[src/rtl/tex_fetch_sched_if.sv]
// Texel-pair fetch scheduler bus: request in, cache read port, texel-pair out, fetch counter.
// slave = scheduler side, master = address generator / cache / pixel pipeline side.
interface tex_fetch_sched_if;
    logic        req_valid;
    logic        req_ready;
    logic [1:0]  req_fmt;
    logic        req_dual;
    logic [18:0] req_adr1;
    logic [18:0] req_adr2;
    logic [1:0]  req_sub1;
    logic [1:0]  req_sub2;
    logic        cache_rd;
    logic [18:0] cache_adr;
    logic        cache_valid;
    logic [15:0] cache_data;
    logic        out_valid;
    logic        out_ready;
    logic [15:0] out_tex1;
    logic [15:0] out_tex2;
    logic [15:0] stat_fetches;

    modport slave (
        input  req_valid, req_fmt, req_dual, req_adr1, req_adr2, req_sub1, req_sub2,
        input  cache_valid, cache_data, out_ready,
        output req_ready, cache_rd, cache_adr, out_valid, out_tex1, out_tex2, stat_fetches
    );

    modport master (
        output req_valid, req_fmt, req_dual, req_adr1, req_adr2, req_sub1, req_sub2,
        output cache_valid, cache_data, out_ready,
        input  req_ready, cache_rd, cache_adr, out_valid, out_tex1, out_tex2, stat_fetches
    );
endinterface

[src/rtl/tex_fetch_sched.sv]
// Serialises a texel pair onto the single-port cache (shared address read once); 2-3 cycles min latency.
// Backpressure: out_valid holds the pair until out_ready; a new request is taken on that same edge.
module tex_fetch_sched (
    input  logic              clk,
    input  logic              rst,
    tex_fetch_sched_if.slave  bus
);
    localparam logic [1:0] S_IDLE   = 2'd0;
    localparam logic [1:0] S_FETCH1 = 2'd1;
    localparam logic [1:0] S_FETCH2 = 2'd2;
    localparam logic [1:0] S_OUT    = 2'd3;

    logic [1:0]  r_state;
    logic [1:0]  w_next;
    logic [1:0]  r_fmt;
    logic        r_dual;
    logic [18:0] r_adr1;
    logic [18:0] r_adr2;
    logic [1:0]  r_sub1;
    logic [1:0]  r_sub2;
    logic [15:0] r_word1;
    logic [15:0] r_word2;
    logic        r_cache_rd;
    logic [18:0] r_cache_adr;
    logic [15:0] r_stat;
    logic        w_req_ready;
    logic        w_accept;
    logic        w_hit;
    logic        w_same;

    function automatic logic [15:0] f_extract(input logic [15:0] word,
                                              input logic [1:0]  fmt,
                                              input logic [1:0]  sub);
        logic [15:0] v_sh;
        v_sh      = word;
        f_extract = word;
        if (fmt == 2'd0) begin
            v_sh      = word >> {sub, 2'b00};
            f_extract = {12'h000, v_sh[3:0]};
        end else if (fmt == 2'd1) begin
            v_sh      = word >> {sub[0], 3'b000};
            f_extract = {8'h00, v_sh[7:0]};
        end
    endfunction

    assign w_req_ready = (r_state == S_IDLE) || ((r_state == S_OUT) && bus.out_ready);
    assign w_accept    = bus.req_valid && w_req_ready;
    // cache_valid only counts while a read is outstanding
    assign w_hit       = r_cache_rd && bus.cache_valid;
    assign w_same      = (r_adr2 == r_adr1);

    always_comb begin
        w_next = r_state;
        case (r_state)
            S_IDLE:   if (w_accept) w_next = S_FETCH1;
            S_FETCH1: if (w_hit) w_next = (r_dual && !w_same) ? S_FETCH2 : S_OUT;
            S_FETCH2: if (w_hit) w_next = S_OUT;
            default:  if (bus.out_ready) w_next = w_accept ? S_FETCH1 : S_IDLE;
        endcase
    end

    always_ff @(posedge clk or posedge rst) begin
        if (rst) begin
            r_state     <= S_IDLE;
            r_fmt       <= 2'd0;
            r_dual      <= 1'b0;
            r_adr1      <= 19'd0;
            r_adr2      <= 19'd0;
            r_sub1      <= 2'd0;
            r_sub2      <= 2'd0;
            r_word1     <= 16'h0000;
            r_word2     <= 16'h0000;
            r_cache_rd  <= 1'b0;
            r_cache_adr <= 19'd0;
            r_stat      <= 16'h0000;
        end else begin
            r_state    <= w_next;
            r_cache_rd <= (w_next == S_FETCH1) || (w_next == S_FETCH2);
            if (w_hit && (r_stat != 16'hFFFF))
                r_stat <= r_stat + 16'd1;
            if (w_accept) begin
                r_fmt       <= bus.req_fmt;
                r_dual      <= bus.req_dual;
                r_adr1      <= bus.req_adr1;
                r_adr2      <= bus.req_adr2;
                r_sub1      <= bus.req_sub1;
                r_sub2      <= bus.req_sub2;
                r_cache_adr <= bus.req_adr1;
            end
            if ((r_state == S_FETCH1) && w_hit) begin
                r_word1 <= bus.cache_data;
                if (!r_dual)
                    r_word2 <= 16'h0000;
                else if (w_same)
                    r_word2 <= bus.cache_data;
                else
                    r_cache_adr <= r_adr2;
            end
            if ((r_state == S_FETCH2) && w_hit)
                r_word2 <= bus.cache_data;
        end
    end

    assign bus.req_ready    = w_req_ready;
    assign bus.cache_rd     = r_cache_rd;
    assign bus.cache_adr    = r_cache_adr;
    assign bus.out_valid    = (r_state == S_OUT);
    assign bus.out_tex1     = f_extract(r_word1, r_fmt, r_sub1);
    assign bus.out_tex2     = r_dual ? f_extract(r_word2, r_fmt, r_sub2) : 16'h0000;
    assign bus.stat_fetches = r_stat;
endmodule

[src/flat_wrapper.sv]
// flat-port wrapper written by rule: the top's interface ports become plain ports
module tex_fetch_sched_flat 
  (clk, rst, bus_req_valid, bus_req_fmt, bus_req_dual, bus_req_adr1, bus_req_adr2, bus_req_sub1, bus_req_sub2, bus_cache_valid, bus_cache_data, bus_out_ready, bus_req_ready, bus_cache_rd, bus_cache_adr, bus_out_valid, bus_out_tex1, bus_out_tex2, bus_stat_fetches);
  tex_fetch_sched_if bus_i ();
  input  logic clk;
  input  logic rst;
  input wire logic [$bits(bus_i.req_valid)-1:0] bus_req_valid;
  input wire logic [$bits(bus_i.req_fmt)-1:0] bus_req_fmt;
  input wire logic [$bits(bus_i.req_dual)-1:0] bus_req_dual;
  input wire logic [$bits(bus_i.req_adr1)-1:0] bus_req_adr1;
  input wire logic [$bits(bus_i.req_adr2)-1:0] bus_req_adr2;
  input wire logic [$bits(bus_i.req_sub1)-1:0] bus_req_sub1;
  input wire logic [$bits(bus_i.req_sub2)-1:0] bus_req_sub2;
  input wire logic [$bits(bus_i.cache_valid)-1:0] bus_cache_valid;
  input wire logic [$bits(bus_i.cache_data)-1:0] bus_cache_data;
  input wire logic [$bits(bus_i.out_ready)-1:0] bus_out_ready;
  output wire logic [$bits(bus_i.req_ready)-1:0] bus_req_ready;
  output wire logic [$bits(bus_i.cache_rd)-1:0] bus_cache_rd;
  output wire logic [$bits(bus_i.cache_adr)-1:0] bus_cache_adr;
  output wire logic [$bits(bus_i.out_valid)-1:0] bus_out_valid;
  output wire logic [$bits(bus_i.out_tex1)-1:0] bus_out_tex1;
  output wire logic [$bits(bus_i.out_tex2)-1:0] bus_out_tex2;
  output wire logic [$bits(bus_i.stat_fetches)-1:0] bus_stat_fetches;
  assign bus_i.req_valid = bus_req_valid;
  assign bus_i.req_fmt = bus_req_fmt;
  assign bus_i.req_dual = bus_req_dual;
  assign bus_i.req_adr1 = bus_req_adr1;
  assign bus_i.req_adr2 = bus_req_adr2;
  assign bus_i.req_sub1 = bus_req_sub1;
  assign bus_i.req_sub2 = bus_req_sub2;
  assign bus_i.cache_valid = bus_cache_valid;
  assign bus_i.cache_data = bus_cache_data;
  assign bus_i.out_ready = bus_out_ready;
  assign bus_req_ready = bus_i.req_ready;
  assign bus_cache_rd = bus_i.cache_rd;
  assign bus_cache_adr = bus_i.cache_adr;
  assign bus_out_valid = bus_i.out_valid;
  assign bus_out_tex1 = bus_i.out_tex1;
  assign bus_out_tex2 = bus_i.out_tex2;
  assign bus_stat_fetches = bus_i.stat_fetches;
  tex_fetch_sched u_core (.clk(clk), .rst(rst), .bus(bus_i));
endmodule
[config.mk]
export PLATFORM = sky130hd
export DESIGN_NAME = tex_fetch_sched_flat
export DESIGN_NICKNAME = d
export VERILOG_FILES = /design/src/rtl/tex_fetch_sched_if.sv /design/src/rtl/tex_fetch_sched.sv /design/src/flat_wrapper.sv
export SDC_FILE = /design/constraint.sdc
export NUM_CORES = 1
export LEC_CHECK = 0
export ABC_AREA = 1
export BUFFER_PORTS_ARGS = -buffer_cell sky130_fd_sc_hd__buf_4
export CAP_MARGIN = 25
export CORE_MARGIN = 3
export CORE_UTILIZATION = 34
export DETAILED_ROUTE_END_ITERATION = 10
export PLACE_DENSITY = 0.52
export SYNTH_ARGS = -nofsm -noshare
export SYNTH_HDL_FRONTEND = slang
export SYNTH_SLANG_ARGS = --single-unit
export TNS_END_PERCENT = 1
[constraint.sdc]
create_clock -name clk -period 8.9 [get_ports clk]
set_input_delay 0.445 -clock clk [delete_from_list [all_inputs] [get_ports clk]]
set_output_delay 0.445 -clock clk [all_outputs]
set_load 0.005 [all_outputs]
==> impl_metrics.json <==
{
  "status": "complete, no violations",
  "max_cap_viol_count": 0,
  "post-route-period-util": 0.327,
  "crit_type": "flip-flop to primary output",
  "yosysWarnings": 0,
  "synthToLayoutAreaGrowth_pct": 31.4,
  "drt-initial-drc-count": 315,
  "clk_pin_slew_ns": 0.06,
  "io-pin-count": 136,
  "switching_power_mw": 1.03,
  "grt_max_degree": 51,
  "grt_first_pass_wirelength_mm": 25.6,
  "antenna_found_initial": 1,
  "die_area_um2": 18500,
  "num_vias": 5139,
  "power.density_nw_per_um2": 357,
  "post-cts-setup-buffer-count": 0,
  "worstMarginPinSlew_ns": 0.983,
  "post_drt_wl_per_cell_um": 14.3,
  "relSlewSlack": 0.344,
  "instances_no_fill": 1103,
  "ys_types": 34,
  "grt_pass1_vias": 5034,
  "max_stage_delay_ns": 0.48,
  "clock_path_buffers": 2,
  "maxSlewViolCount": 0,
  "power_frac_clock": 0.252,
  "cts_made_buffers": 17,
  "rrSetupSlack_ns": 6.41,
  "n_antenna_cell": 0,
  "totalNegativeSetupSlack_ns": 0,
  "drtPass1Iterations": 5,
  "min_period_ns": 2.91,
  "setup_viol": 0,
  "cts-root-buf": "clkbuf_16",
  "avgSynthCellArea_um2": 7.71,
  "cp_max_fo": 13,
  "p_int_mw": 1.67,
  "r2r_end": "u_core.bus.cache_adr[12]$_DFF_PP0_",
  "vias_per_cell": 4.66,
  "slowest_stage": "dfrtp_1",
  "ff2ff_path_depth": 9,
  "die_w_um": 136,
  "clk_latency_ns": 0.41,
  "fin_nets": 941,
  "grt_overflow_total": 0,
  "portBuffers": 135,
  "utilization": 0.466,
  "final_cell_mix": "241 x nand2_1, 137 x buf_4, 115 x dfrtp_1",
  "cts-hold-fix-buffers": 0,
  "swShare": 0.380,
  "critPathLaunchType": "flip-flop",
  "layout_commonest_cell": "nand2_1",
  "wirelength_mm": 15.8,
  "ys_ff_latch": 115,
  "fp.dieH_um": 136,
  "core_area_um2": 16200,
  "drc": 0,
  "dp.cells": 1071,
  "end_kind": "primary output",
  "tritoncts": "yes",
  "critPathRequiredTime_ns": 8.46,
  "hpwl_mm": 11.4,
  "fin_ws_ns": 5.99,
  "cts_resized": 0,
  "rsz0062_at_grt": "false",
  "final_hold_viol_count": 0,
  "grt_usage": 0.177,
  "hp-class": "primary input to asynchronous set/reset pin",
  "dp_slack_ns": 6.36,
  "fmax_mhz": 344,
  "netlist_area_um2": 5750,
  "skew_ns": 0.00847,
  "cp_cell_sequence": "nor2_2, nand2_1, nand2_1, o21ai_0, o21ai_0, buf_4",
  "start_util": 0.354,
  "row_count": 46,
  "ctsHtreeMaxLevel": 4,
  "ant_nets": 0,
  "cts.sink_count": 115,
  "p_comb_frac": 0.394,
  "peakVddDrop_uv": 152,
  "synth_cells": 746,
  "syn_nets": 813,
  "seq_area_frac_synth": 0.500,
  "drive_gt1_frac": 0.214,
  "p_leak_nw": 3.92,
  "seq_power_share": 0.354,
  "worstReg2RegStart": "u_core.r_state[1]$_DFF_PP0_",
  "gp_congestion": 0.817,
  "path_buf_inv": 1,
  "cp.arrival_ns": 2.47,
  "path_delay_family": "simple AND/OR/NAND/NOR gates"
}
[synthesized netlist by cell type, drive strengths merged]
cell type / instances / area (um2)
nand4: 2 / 18.8
a211oi: 4 / 30.0
a21boi: 2 / 18.8
a21oi: 32 / 164
nor3b: 1 / 7.51
or2: 1 / 6.26
nand3: 17 / 90.1
mux2: 2 / 22.5
nor4: 1 / 6.26
inv: 93 / 349
dfrtp: 115 / 2880
o21ai: 100 / 500
buf: 16 / 113
xor2: 9 / 78.8
mux2i: 4 / 40.0
nor2: 57 / 221
nand2: 247 / 942
nor3: 12 / 70.1
xnor2: 11 / 96.3
o211ai: 3 / 22.5
ha: 1 / 12.5
clkbuf: 16 / 62.6
[per-layer routing]
layer / wire length [um] / part of all wire / global-route usage / vias to the layer above
met3: 1100 / 0.069 / 0.0514 / 18
met5: 8 / 0.00051 / 0 / -
met2: 7320 / 0.46 / 0.274 / 146
met1: 7200 / 0.46 / 0.238 / 2381
li1: - / - / - / 2592
met4: 189 / 0.012 / 0.0560 / 2
[power groups by stage]
stage	registers [mW]	clock network, mW	logic, mW
3_5_place_dp	0.961	0	1.07
2_1_floorplan	0.894	0	0.702
3_3_place_gp	0.955	0	1.03
6_report	0.957	0.680	1.06
5_1_grt	0.993	0.720	1.22
4_1_cts	0.955	0.698	1.08
[sequential cells by signal, summed over array words and instances, names as in the netlist, 2 cells and up]
| register | flops |
|---|---|
| u_core.bus.cache_adr | 19 |
| u_core.r_adr1 | 19 |
| u_core.r_adr2 | 19 |
| u_core.bus.stat_fetches | 16 |
| u_core.r_word1 | 16 |
| u_core.r_word2 | 16 |
| u_core.r_fmt | 2 |
| u_core.r_state | 2 |
| u_core.r_sub1 | 2 |
| u_core.r_sub2 | 2 |
[kinds of logic after synthesis]
| group | count (synthesis) | synth area share |
|---|---|---|
| fa+ha+maj | 1 | 0.00218 |
| mux | 6 | 0.0109 |
| buf+inv | 125 | 0.0912 |
| compound gates | 141 | 0.128 |
| simple gates | 338 | 0.237 |
| xor+xnor | 20 | 0.0305 |
| flops | 115 | 0.500 |
[per-stage QoR]
step / instance area, um2 / power, mW / hold slack [ns]
global route: 7560 / 2.93 / 0.0841
floorplan: 5750 / 1.60 / 0.453
CTS: 7560 / 2.74 / 0.0568
finish: 7560 / 2.70 / 0.0544
global placement: 6880 / 1.98 / 0.470
detailed placement: 6970 / 2.04 / 0.474
[final cells by class]
class                           count  area (um2)
Clock inverter                     11         135
Tap cell                          216         270
Sequential cell                   115        2880
Timing Repair Buffer              141        1120
Clock buffer                       21         450
Fill cell                        1656        8670
Inverter                           93         352
Multi-Input combinational cell    506        2350
[how the worst max path moves through the flow]
stage	end	start	slack, ns	cells after the start
2_1_floorplan	u_core.bus.cache_adr[0]$_DFF_PP0_	rst	5.41	1
3_3_place_gp	u_core.bus.cache_adr[15]$_DFF_PP0_	u_core.r_state[1]$_DFF_PP0_	6.19	8
3_5_place_dp	u_core.bus.cache_adr[16]$_DFF_PP0_	u_core.r_state[1]$_DFF_PP0_	6.36	9
4_1_cts	bus_out_tex1[3]	u_core.r_fmt[1]$_DFFE_PP0N_	5.99	6
5_1_grt	bus_out_tex1[3]	u_core.r_fmt[1]$_DFFE_PP0N_	5.85	6
6_report	bus_out_tex1[3]	u_core.r_fmt[1]$_DFFE_PP0N_	5.99	6
Power figures use the tool's default switching activity.
